**config.mk**
```make
export PLATFORM = sky130hd
export DESIGN_NAME = display_scan_ctrl
export DESIGN_NICKNAME = d
export VERILOG_FILES = /design/src/rtl/display_scan_ctrl.sv
export SDC_FILE = /design/constraint.sdc
export NUM_CORES = 1
export LEC_CHECK = 0
export ABC_CLOCK_PERIOD_IN_PS = 7900
export CORE_MARGIN = 5
export CORE_UTILIZATION = 38
export CTS_CLUSTER_DIAMETER = 100
export CTS_CLUSTER_SIZE = 20
export DETAILED_ROUTE_END_ITERATION = 10
export GPL_TIMING_DRIVEN = 0
export SLEW_MARGIN = 20
export SYNTH_ARGS = -nofsm -noshare
export SYNTH_HDL_FRONTEND = slang
export SYNTH_SLANG_ARGS = --single-unit
```
**constraint.sdc**
```tcl
create_clock -name clk -period 7.9 [get_ports clk]
set_input_delay 1.185 -clock clk [delete_from_list [all_inputs] [get_ports clk]]
set_output_delay 1.185 -clock clk [all_outputs]
set_load 0.05 [all_outputs]
```
**src/rtl/display_scan_ctrl.sv**
```systemverilog
// rtl/display_scan_ctrl.sv - four-digit multiplexed 7-segment scan controller
// Frame-synchronous shadow update: new data only reaches the display at the digit 3 -> 0 wrap.
module display_scan_ctrl #(
  parameter int REFRESH_DIV = 100000,
  parameter int BLANK_CYC   = 500
) (
  input  logic        clk,
  input  logic        rst,
  input  logic        en,
  input  logic [15:0] data,
  input  logic        update,
  input  logic [3:0]  blank_mask,
  input  logic [3:0]  dp_mask,
  output logic [3:0]  ane,
  output logic [6:0]  seg,
  output logic        dp,
  output logic [1:0]  digit_sel,
  output logic        frame_done
);

  localparam int MAX_CYC = (REFRESH_DIV > BLANK_CYC) ? REFRESH_DIV : BLANK_CYC;
  localparam int PW      = (MAX_CYC > 1) ? $clog2(MAX_CYC) : 1;
  localparam logic [PW-1:0] DRIVE_LAST = PW'(REFRESH_DIV - 1);
  localparam logic [PW-1:0] BLANK_LAST = PW'(BLANK_CYC - 1);

  typedef enum logic [1:0] {IDLE, BLANK, DRIVE} state_t;

  state_t         state, state_n;
  logic [PW-1:0]  presc, presc_n;
  logic [1:0]     digit_n;
  logic [15:0]    shadow, shadow_n, pend, pend_n;
  logic           pend_flag, pend_flag_n;
  logic           boundary;
  logic [3:0]     nib;
  logic [3:0]     ane_n;
  logic [6:0]     seg_n;
  logic           dp_n, fd_n;

  function automatic logic [6:0] hex_decode(input logic [3:0] n);
    case (n)
      4'h0: hex_decode = 7'b1000000;
      4'h1: hex_decode = 7'b1111001;
      4'h2: hex_decode = 7'b0100100;
      4'h3: hex_decode = 7'b0110000;
      4'h4: hex_decode = 7'b0011001;
      4'h5: hex_decode = 7'b0010010;
      4'h6: hex_decode = 7'b0000010;
      4'h7: hex_decode = 7'b1111000;
      4'h8: hex_decode = 7'b0000000;
      4'h9: hex_decode = 7'b0010000;
      4'hA: hex_decode = 7'b0001000;
      4'hB: hex_decode = 7'b0000011;
      4'hC: hex_decode = 7'b1000110;
      4'hD: hex_decode = 7'b0100001;
      4'hE: hex_decode = 7'b0000110;
      default: hex_decode = 7'b0001110;
    endcase
  endfunction

  always_comb begin
    state_n     = state;
    presc_n     = presc;
    digit_n     = digit_sel;
    shadow_n    = shadow;
    pend_n      = pend;
    pend_flag_n = pend_flag;
    boundary    = (state == DRIVE) && (presc == DRIVE_LAST) && (digit_sel == 2'd3) && en;

    case (state)
      IDLE: begin
        if (en) begin
          state_n = BLANK;
          presc_n = '0;
        end
      end
      BLANK: begin
        if (presc == BLANK_LAST) begin
          state_n = DRIVE;
          presc_n = '0;
        end else begin
          presc_n = presc + 1'b1;
        end
      end
      DRIVE: begin
        if (presc == DRIVE_LAST) begin
          state_n = BLANK;
          presc_n = '0;
          digit_n = digit_sel + 2'd1;
        end else begin
          presc_n = presc + 1'b1;
        end
      end
      default: state_n = IDLE;
    endcase

    if (!en) begin
      state_n = IDLE;
      presc_n = '0;
      digit_n = 2'd0;
    end

    // Shadow only moves at the frame wrap (or while dark) so a frame never mixes old and new digits.
    if (state == IDLE) begin
      if (update) begin
        shadow_n    = data;
        pend_n      = data;
        pend_flag_n = 1'b0;
      end
    end else if (boundary) begin
      if (update) begin
        shadow_n = data;
      end else if (pend_flag) begin
        shadow_n = pend;
      end
      pend_flag_n = 1'b0;
    end else if (update) begin
      pend_n      = data;
      pend_flag_n = 1'b1;
    end

    // Outputs are computed from the next state so the registered outputs line up with it.
    nib   = 4'(shadow_n >> {digit_n, 2'b00});
    ane_n = 4'hF;
    seg_n = 7'h7F;
    dp_n  = 1'b1;
    if (state_n != IDLE) begin
      seg_n = hex_decode(nib);
      dp_n  = ~dp_mask[digit_n];
    end
    if ((state_n == DRIVE) && !blank_mask[digit_n]) begin
      ane_n = ~(4'b0001 << digit_n);
    end
    fd_n = (state_n == DRIVE) && (presc_n == DRIVE_LAST) && (digit_n == 2'd3);
  end

  always_ff @(posedge clk or posedge rst) begin
    if (rst) begin
      state      <= IDLE;
      presc      <= '0;
      digit_sel  <= 2'd0;
      shadow     <= '0;
      pend       <= '0;
      pend_flag  <= 1'b0;
      ane        <= 4'hF;
      seg        <= 7'h7F;
      dp         <= 1'b1;
      frame_done <= 1'b0;
    end else begin
      state      <= state_n;
      presc      <= presc_n;
      digit_sel  <= digit_n;
      shadow     <= shadow_n;
      pend       <= pend_n;
      pend_flag  <= pend_flag_n;
      ane        <= ane_n;
      seg        <= seg_n;
      dp         <= dp_n;
      frame_done <= fd_n;
    end
  end

endmodule

```
After elaboration in Yosys (flattened, before gate mapping)
Memory sizes are Yosys's and may differ from the RTL's. Cells that the tools add are included.

Bits in registers: 67. Memory bits (read-only): 112. Bits of input ports: 28. Logic and storage cells: 69. Memories: 1.

Memory list: (name not given) (depth 16, width 7, read ports 1, clocked after memory_dff 0, wr ports 0, line 40) `case (n)`.

$add $sub $neg: 2. $lt $le $gt $ge: 1. Equality and inequality tests: 10. Shift operators: 2. Multiplexer cells: 30. Bitwise logic cells: 2. Reductions and logical operators: 11.

Operators by type and width (number): 16-bit two-way mux (8); 17-bit two-way mux (3); 17-bit case mux with 3 select lines (1); 17-bit equality test, second input constant (2); 17-bit by 1-bit adder with 17-bit output, second input constant (1); 17-bit by 9-bit equality test with 1-bit output, second input constant (1); 16-bit by 4-bit >> shifter with 4-bit output (1); 2-bit two-way mux (6); 2-bit equality test, second input constant (4); 1-bit two-way mux (7); 7-bit two-way mux (1); 1-bit logical AND (6); 2-bit case mux with 3 select lines (1); 1-bit binary-select mux with 2-bit select (2); 4-bit two-way mux (1); 4-bit inverter (1); 2-bit nonzero test (2); 1-bit by 2-bit left shift with 4-bit output, first input constant (1); 2-bit by 3-bit < comparator with 1-bit output, second input constant (1); 2-bit by 1-bit adder with 2-bit output, second input constant (1); 2-bit by 1-bit equality test with 1-bit output, second input constant (1); 2-bit logical NOT (1); 2-bit by 1-bit inequality test with 1-bit output, second input constant (1); 2-bit inequality test, second input constant (1); other kinds (3) (3).

Logic depth before layout (Yosys ltp)
Depth in word-level cells: 9. Mapped depth: 15. Mapped depth without buffers: 13.

Worst setup path before layout
Ideal clock, no wire load.

Path kind: input-to-reg. Start: input en. End: register seg[3]. Data arrival time: 3.541 ns. Data required time: 7.823 ns. Slack: 4.281 ns. Stages: 12. Path buffers: 2. Cells stage by stage: clkbuf_1 and4_1 a21boi_1 clkbuf_1 a222oi_1 o22ai_1 nor3_1 ha_1 inv_1 nor3_1 a2111oi_4 a31oi_1.

Longest elaborated chain between the ends: 6.

RTL lines: start, declared (line 9) `input logic en,`; 1-bit logical AND (line 67) `boundary = (state == DRIVE) && (presc == DRIVE_LAST) && (digit_sel == 2'd3) && en;`; 16-bit two-way mux (line 109) `end else if (boundary) begin`; 16-bit two-way mux (line 103) `if (state == IDLE) begin`; 16-bit by 4-bit >> shifter with 4-bit output (line 122) `nib = 4'(shadow_n >> {digit_n, 2'b00});`; memory read 16 x 7 bit; 7-bit two-way mux * (line 126) `if (state_n != IDLE) begin`; via seg_n[3] (line 36) `logic [6:0] seg_n;`; end signal, assigned (line 156) `seg <= seg_n;`; end, declared (line 15) `output logic [6:0] seg,`.

The timed path passes the listed nets; every way through them passes the cells marked *. A chain may end at the register's enable or synchronous reset.

Worst setup path in the final report
Start: input update. End: register seg[3].

Longest elaborated chain between the ends: 6.

RTL lines: start, declared (line 11) `input logic update,`; 16-bit two-way mux (line 110) `if (update) begin`; 16-bit two-way mux (line 109); 16-bit two-way mux * (line 103); 16-bit by 4-bit >> shifter with 4-bit output * (line 122); memory read 16 x 7 bit *; 7-bit two-way mux * (line 126); via seg_n[3] (line 36).

Marked as above.

==> summary.txt <==
Status: complete, no violations
IO Count: 43
Net count, final: 448
Async SR Flop Fraction: 100%
Mapped Nets: 395
EDFF count, synth: 0
Initial antenna violation count: 0
Synthesized area: 3810 µm²
Skew final: 0.0131 ns
DRC: 0
Die height: 110 µm
1st-iter DRT viols: 160
Final Hold Fails: 0
Top post-synthesis cells by area: dfrtp_1 36%, dfstp_2 8.3%, mux2_2 7.7%
Max clock buf depth: 2
Crit path max fanout: 10
H-tree Lvls: 3
Hold path start: pend[3]
Area grow syn2layout: 22.5%
Critical Path Stages: 12
Worst vdd ir: 0.000119 V
Rows: 36
Share of cells above drive strength 1: 21.0%
Vias/cell: 5.34
Sequential share of the synthesized area: 44.4%
Count leader, synth: dfrtp_1
Leakage power total: 1.92 nW
Hold WC Path Type: flop to flop
Crit path from: update
Initial Util: 39.0%
Post-synth top area share: 36.1%
Fin area: 4660 µm²
Pins Over Slew Limit: 0
Worst path max stage delay: 0.68 ns
Delay-heaviest family, CP: compound AO/OA/AOI/OAI gates
1st-pass router iterations: 4
TritonCTS clock tree: built
Clock slew at reported path FFs: 0.08 ns
Measured slew at the worst slew-check pin: 0.849 ns
Overall track demand over capacity in global routing: 15.8%
HPWL after DPL: 6500 µm
R2r setup slk: 3.97 ns
Yosys warnings: 0
Remaining antenna violation count: 0
Worst skew pair latency: 0.35 ns
Final Power: 894 µW
Setup violators final: 0
GPL Wtd Cong: 0.830
Synth cell types: 68
PD cells: 192 nW/µm²
Yosys top cell by area: dfrtp_1
Largest net degree at the start of global routing: 58
Routed WL per cell: 16.3 µm
Setup TNS: 0 ns
Hold buffer count at CTS: 0
Peak Freq: 0.230 GHz
Reg2Reg Depth: 13
Vias in the first global route: 2955
# port buffers: 41
RSZ-0062 raised after global routing: false
Global-route wire length before repair: 14800 µm
Core area: 9770 µm²
Relative slew slack: 43.1%
Final min period: 4.34 ns
Most used cell, CP: nor3_1
Die Area: 12100 µm²
Sink Count: 67
Predominant post-synthesis flop cell: dfrtp_1
#FFs+latches synth: 67
N_diodes: 0
Remaining global-route overflow: 0
Critical Path Start Type: primary input
Syn avg cell area: 10.5 µm²
CTS Buf Count: 9
R2r endpoint: seg[3]
CP bufs+invs: 3
Arrival @ worst endpoint: 4.61 ns
Vias post-DR: 2949
Most instantiated cells after synthesis: 55 x dfrtp_1, 33 x nor2_1, 27 x inv_1
Syn Inst Count: 361
Crit share post-route: 54.9%
CP max-delay cell: clkdlybuf4s50_1
Worst r2r src: presc[0]
Max Cap Viol: 0
Post-CTS Setup Repair Bufs: 0
Critical Path End Type: flop
Cts repair resizes: 0
Crit path cell chain: clkdlybuf4s50_1 -> nand2_1 -> a21boi_1 -> clkbuf_1 -> a222oi_1 -> o22ai_1 -> nor3_1 -> ha_1 -> inv_1 -> nor3_1 -> a2111oi_4 -> a31oi_1
Final WL: 9000 µm
Critical path type: primary input to flop
DP Area: 4410 µm²
Root buf cell: clkbuf_8
Required time worst endpoint: 8.17 ns
Die width: 110 µm
Crit path capture: seg[3]
routing by layer:
metal	part of all wire (%)	global-route usage [%]	routed length [µm]
met5	0	0	0
met3	4.9	3.26	443
met4	1.5	6.60	134
met2	45	24.6	4080
met1	48	21.6	4330
per-stage QoR:
stage	instances	hold WS [ns]	util (%)	setup WS, ns
after detailed placement	536	0.491	45.2	3.21
final	552	0.506	47.7	3.56
after CTS	552	0.509	47.7	3.57
after global routing	552	0.519	47.7	3.35
after floorplan	361	0.467	-	4.28
after global placement	535	0.482	44.9	3.22
worst min-delay path by stage:
stage | end | cells after the start
3_3_place_gp | pend[14] | 1
4_1_cts | pend[3] | 1
5_1_grt | pend[8] | 1
3_5_place_dp | pend[13] | 1
6_report | pend[3] | 1
2_1_floorplan | shadow[11] | 2
area by class of cell:
| class | instances | area (µm²) |
|---|---|---|
| Buffer | 17 | 114 |
| Clock buffer | 9 | 124 |
| Clock inverter | 7 | 125 |
| Fill cell | 934 | 5110 |
| Inverter | 27 | 104 |
| Multi-Input combinational cell | 250 | 1900 |
| Sequential cell | 67 | 1690 |
| Tap cell | 133 | 166 |
| Timing Repair Buffer | 42 | 438 |
flip-flops by register name (all words and copies together) (netlist names):
signal	cells
ane	4
digit_sel	2
dp	1
frame_done	1
pend	16
pend_flag	1
presc	17
seg	7
shadow	16
state	2
worst register-to-register path, delay by kind of cell, from the launching register on:
kind / cells / cell delay (ns)
AO/OA/AOI/OAI: 5 / 1.13
buffers and inverters: 2 / 0.36
AND/OR/NAND/NOR: 4 / 1.41
adder cells (fa/ha/maj): 2 / 0.51
flip-flops: 1 / 0.43
cell usage in the layout, fill, tap and decap left out, types with 5 or more instances in the layout:
master	n
a21oi_1	9
a222oi_1	12
and2_1	8
buf_6	6
clkbuf_1	7
clkbuf_8	9
clkdlybuf4s50_1	41
dfrtp_1	55
dfstp_2	12
ha_1	6
inv_1	26
mux2_2	26
mux2i_1	5
nand2_1	19
nand3_1	11
nor2_1	33
nor3_1	7
o21ai_0	13
o22ai_1	6
xnor2_1	7
xor2_1	10
cells by family after synthesis:
logic type                 after synthesis  synth area share (%)
buffers and inverters                   44                  5.65
DFF                                     67                  44.4
muxes                                   31                  9.00
xor gates and xnor gates                17                  3.91
AOI/OAI and AO/OA                       75                  16.1
and+or+nand+nor                        121                  18.9
adders and majority gates                6                  1.97
power breakdown:
group          internal (mW)  switching, mW  total [mW]
clock network          0.212          0.149       0.362
registers              0.372        0.00967       0.382
logic                 0.0660         0.0844       0.150
Note: power is estimated with default switching activity, not from simulation.
